===== src/rtl/aq_f_spsram_ctrl.sv =====
// Requester-side controller for a single-port SRAM: valid/ready request channel in,
// SRAM strobes out, registered read-response slot, and whole-array zero-fill on reset/clear.
module aq_f_spsram_ctrl #(
    parameter int ADDR_WIDTH = 6,
    parameter int DATA_WIDTH = 88
) (
    input  logic                  forever_cpuclk,
    input  logic                  cpurst,
    input  logic                  clr_req,
    output logic                  init_done,
    input  logic                  req_vld,
    output logic                  req_rdy,
    input  logic                  req_wr,
    input  logic [ADDR_WIDTH-1:0] req_addr,
    input  logic [DATA_WIDTH-1:0] req_wdata,
    input  logic [DATA_WIDTH-1:0] req_wmask,
    output logic                  rsp_vld,
    input  logic                  rsp_rdy,
    output logic [DATA_WIDTH-1:0] rsp_rdata,
    output logic [ADDR_WIDTH-1:0] sram_a,
    output logic                  sram_cen,
    output logic                  sram_gwen,
    output logic [DATA_WIDTH-1:0] sram_wen,
    output logic [DATA_WIDTH-1:0] sram_d,
    input  logic [DATA_WIDTH-1:0] sram_q
);

    localparam int                    DEPTH = 2 ** ADDR_WIDTH;
    localparam logic [ADDR_WIDTH-1:0] LAST  = ADDR_WIDTH'(DEPTH - 1);

    typedef enum logic {
        ST_INIT = 1'b0,
        ST_IDLE = 1'b1
    } state_t;

    state_t                r_state;
    state_t                w_state_nxt;
    logic [ADDR_WIDTH-1:0] r_cnt;
    logic [ADDR_WIDTH-1:0] w_cnt_nxt;
    logic                  r_init_done;
    logic                  w_init_done_nxt;
    logic                  r_rd_pend;
    logic                  r_rsp_vld;
    logic [DATA_WIDTH-1:0] r_rsp_rdata;

    logic                  w_idle;
    logic                  w_clr_go;
    logic                  w_req_rdy;
    logic                  w_fire;

    assign w_idle    = (r_state == ST_IDLE);
    // A clear only proceeds once no read is in flight and the response slot is empty.
    assign w_clr_go  = w_idle & clr_req & ~r_rd_pend & ~r_rsp_vld;
    assign w_req_rdy = w_idle & ~clr_req & ~r_rd_pend & (~r_rsp_vld | rsp_rdy);
    assign w_fire    = req_vld & w_req_rdy;

    always_ff @(posedge forever_cpuclk or posedge cpurst) begin
        if (cpurst) begin
            r_state     <= ST_INIT;
            r_cnt       <= '0;
            r_init_done <= 1'b0;
        end else begin
            r_state     <= w_state_nxt;
            r_cnt       <= w_cnt_nxt;
            r_init_done <= w_init_done_nxt;
        end
    end

    always_comb begin
        w_state_nxt     = r_state;
        w_cnt_nxt       = r_cnt;
        w_init_done_nxt = r_init_done;
        case (r_state)
            ST_INIT: begin
                if (r_cnt == LAST) begin
                    w_state_nxt     = ST_IDLE;
                    w_cnt_nxt       = '0;
                    w_init_done_nxt = 1'b1;
                end else begin
                    w_cnt_nxt = r_cnt + 1'b1;
                end
            end
            ST_IDLE: begin
                if (w_clr_go) begin
                    w_state_nxt     = ST_INIT;
                    w_cnt_nxt       = '0;
                    w_init_done_nxt = 1'b0;
                end
            end
            default: begin
                w_state_nxt = ST_INIT;
                w_cnt_nxt   = '0;
            end
        endcase
    end

    // SRAM strobes: zero-fill while initialising, pass the accepted request otherwise.
    always_comb begin
        sram_a    = '0;
        sram_cen  = 1'b1;
        sram_gwen = 1'b0;
        sram_wen  = '0;
        sram_d    = '0;
        if (!cpurst) begin
            if (r_state == ST_INIT) begin
                sram_a    = r_cnt;
                sram_cen  = 1'b0;
                sram_gwen = 1'b1;
                sram_wen  = '1;
            end else if (w_fire) begin
                sram_a    = req_addr;
                sram_cen  = 1'b0;
                sram_gwen = req_wr;
                sram_wen  = req_wr ? req_wmask : '0;
                sram_d    = req_wdata;
            end
        end
    end

    always_ff @(posedge forever_cpuclk or posedge cpurst) begin
        if (cpurst) begin
            r_rd_pend   <= 1'b0;
            r_rsp_vld   <= 1'b0;
            r_rsp_rdata <= '0;
        end else begin
            r_rd_pend <= w_fire & ~req_wr;
            // The accept condition guarantees the slot is empty when sram_q lands.
            if (r_rd_pend) begin
                r_rsp_vld   <= 1'b1;
                r_rsp_rdata <= sram_q;
            end else if (r_rsp_vld & rsp_rdy) begin
                r_rsp_vld <= 1'b0;
            end
        end
    end

    assign init_done = r_init_done;
    assign req_rdy   = w_req_rdy;
    assign rsp_vld   = r_rsp_vld;
    assign rsp_rdata = r_rsp_rdata;

endmodule


===== config.mk =====
export PLATFORM = sky130hd
export DESIGN_NAME = aq_f_spsram_ctrl
export DESIGN_NICKNAME = d
export VERILOG_FILES = /design/src/rtl/aq_f_spsram_ctrl.sv
export SDC_FILE = /design/constraint.sdc
export NUM_CORES = 1
export LEC_CHECK = 0
export CAP_MARGIN = 40
export CELL_PAD_IN_SITES_DETAIL_PLACEMENT = 0
export CELL_PAD_IN_SITES_GLOBAL_PLACEMENT = 1
export CORE_AREA = 2 2 215 217
export CTS_BUF_LIST = sky130_fd_sc_hd__clkbuf_2
export CTS_CLUSTER_DIAMETER = 40
export DETAILED_ROUTE_END_ITERATION = 10
export DIE_AREA = 0 0 217 219
export DONT_BUFFER_PORTS = 1
export PLACE_DENSITY = 0.37
export RECOVER_POWER = 25
export SLEW_MARGIN = 10
export SYNTH_ARGS = -nofsm -noshare
export SYNTH_HDL_FRONTEND = slang
export SYNTH_SLANG_ARGS = --single-unit

===== constraint.sdc =====
create_clock -name forever_cpuclk -period 18.21 [get_ports forever_cpuclk]
set_input_delay 3.642 -clock forever_cpuclk [delete_from_list [all_inputs] [get_ports forever_cpuclk]]
set_output_delay 3.642 -clock forever_cpuclk [all_outputs]
set_load 0.005 [all_outputs]

==> flow_summary.yaml <==
cells_and_area:
  final_cell_mix: "nand2_1 (98), dfrtp_1 (97), and2_1 (91)"
  nets: 811
  drive_gt1_frac: 0.223
  post-route-util: 0.136
  finalNonFillerCells: 1146
  final_common_cell: "nand2_1"
  fillers: 5143
  syn2layout_area_growth_pct: 13.8
global_routing:
  gr-total-overflow: 0
  grtUsageTotal: 0.0803
  first_global_vias: 3858
  antenna_found_initial: 10
  grt_pass1_wl_um: 27600
  grt_max_degree: 95
flow_run:
  max-cap-violations: 1
clock_tree:
  clock_path_buffers: 2
  numCtsBuffers: 9
  path_clk_slew_ns: 0.25
  clock_sinks: 98
  ctsResizeCount: 0
  root_buffer: "clkbuf_2"
  htreeDepth: 3
  cts_setup_buffers: 0
  clk-insertion-delay-late_ns: 0.66
  ctsHoldBuffers: 0
  cts_tree: "yes"
worst_setup_path:
  cp-end-kind: "output port"
  crit_arrival_ns: 8.06
  worstPathRequired_ns: 14.57
  crit_path_start_kind: "input pin"
  crit_type: "in2out"
  cp_max_fo: 94
die:
  die_h_um: 219
  die-area_sq_um: 47500
  rows: 78
  start_util: 0.120
  die_x_um: 217
  core-area_sq_um: 45100
  ioPinCount: 551
sta:
  setup-tns-final_ns: 0
  fmax_ghz: 0.0855
  period_minus_slack_ns: 11.70
  slew_headroom: -1.40
  rsz0062_at_grt: "false"
  worst_pin_slew_ns: 3.58
  hold_slack_ns: 0.572
  post-route-period-util: 0.642
  hold_violations: 0
  setup_slack_ns: 6.51
  clock_skew_ns: 0.0306
  final-setup-viol-count: 0
  slew_violations: 95
route:
  drtIter0Drc: 156
  vias: 4172
  via_per_inst: 3.64
  first_pass_iters: 4
  drt-total-wl_um: 21200
  wl_per_cell_um: 18.5
  drc: 0
  postRouteAntennaNets: 0
synthesis:
  synth_top_area_cell: "dfrtp_1"
  synth_warnings: 0
  async_reset_ff_frac: 1.00
  synth_top_area_frac: 0.454
  synthTopCellsByArea: "dfrtp_1 (45%), mux2_2 (18%), and2_1 (11%)"
  ys_ff_latch: 98
  syn_area_sq_um: 5410
  syn_nets: 842
  ys_types: 39
  yosysSeqAreaShare: 0.454
  synth_flop_cell: "dfrtp_1"
  post_synth.cell_area_avg_sq_um: 9.57
  netlist_instances: 565
  synth_edf_count: 0
placement:
  port_buffers: 0
  post-place-ws_ns: 9.29
  place.detailed.hpwl_um: 17200
  placedCellCount: 1123
  gp_congestion: 0.810
power:
  power.switching_w: 0.000180
  p_seq_frac: 0.592
  intPower_w: 0.000355
  swShare: 0.336
  peakVddDrop_mv: 0.0358
  power_frac_comb: 0.192
  leakagePower_nw: 2.52
  pwr-share-clk: 0.216
  pwr_density_cell_nw_per_um2: 86.9
min_path:
  min_path_type: "reg2reg"
run_status:
  status: "finished, violations left"
  violations: "capacitance limit, slew limit"
-- critical path: stages --
cell        delay (ns)
clkinvlp_2        2.62
nand2_2           0.70
buf_4             0.58
o21ai_0           0.43
-- power groups by stage --
| stage | logic (W) | clock network [W] | registers (W) |
|---|---|---|---|
| floorplan | 0.0000861 | 0 | 0.000303 |
| global placement | 0.000103 | 0 | 0.000325 |
| detailed placement | 0.000104 | 0 | 0.000323 |
| CTS | 0.000105 | 0.000126 | 0.000319 |
| global route | 0.000116 | 0.000134 | 0.000324 |
| finish | 0.000103 | 0.000115 | 0.000317 |
-- layer usage --
metal  global-route usage  wire length [um]
met2                0.129             10500
met3               0.0263              1550
met1               0.0987              8480
met5                    0                13
met4               0.0333               624
-- cells in the mapped netlist (2+ instances only) --
cell type  count
a21oi_1        3
and2_1        91
buf_2          6
buf_6          5
clkbuf_1      31
clkbuf_2       7
dfrtp_1       98
inv_1          8
mux2_2        88
nand2_1       99
nand3_1        5
nor2_1         2
nor3_1         2
o21ai_0       88
o21ai_1        3
o22ai_1        2
o2bb2ai_1      2
o32ai_1        4
-- flip-flops by register name (all words and copies together) (netlist names) --
name	count
init_done	1
r_state	1
r_rd_pend	1
rsp_vld	1
rsp_rdata	88
r_cnt	6
-- final timing paths --
path / startpoint / slack (ns) / endpoint / cells after the start
min in group asynchronous: cpurst / 3.93 / r_cnt[1] / 1
max: cpurst / 6.51 / sram_wen[85] / 4
max reg2reg: r_rd_pend / 16.40 / rsp_rdata[36] / 3
min reg2reg: rsp_rdata[79] / 0.57 / rsp_rdata[79] / 1
max in group asynchronous: cpurst / 11.91 / r_rd_pend / 3
min: rsp_rdata[79] / 0.57 / rsp_rdata[79] / 1
-- area by class of cell --
cell class                 instances  area [sq um]  share of cell area
antenna                            7          17.5             0.00285
clock buffer                      10          50.0             0.00814
clock inverter                     6          75.1              0.0122
multi-input combinational        408          2680               0.435
timing repair buffer               8          90.1              0.0146
inverter                           9          35.0             0.00569
tap                              600           751               0.122
sequential                        98          2460               0.399
-- kinds of logic after synthesis --
kind of cell | share of synthesized area
AOI/OAI and AO/OA | 0.108
and+or+nand+nor | 0.199
buffers and inverters | 0.0516
adders and majority gates | 0.00231
muxes | 0.183
xor gates and xnor gates | 0.00162
DFF | 0.454
-- through the flow --
stage	power (W)	area, sq um
after floorplan	0.000389	5410
after detailed placement	0.000427	6010
after CTS	0.000550	6140
after global placement	0.000428	5960
after global routing	0.000573	6150
final	0.000535	6150
Power figures use the tool's default switching activity.
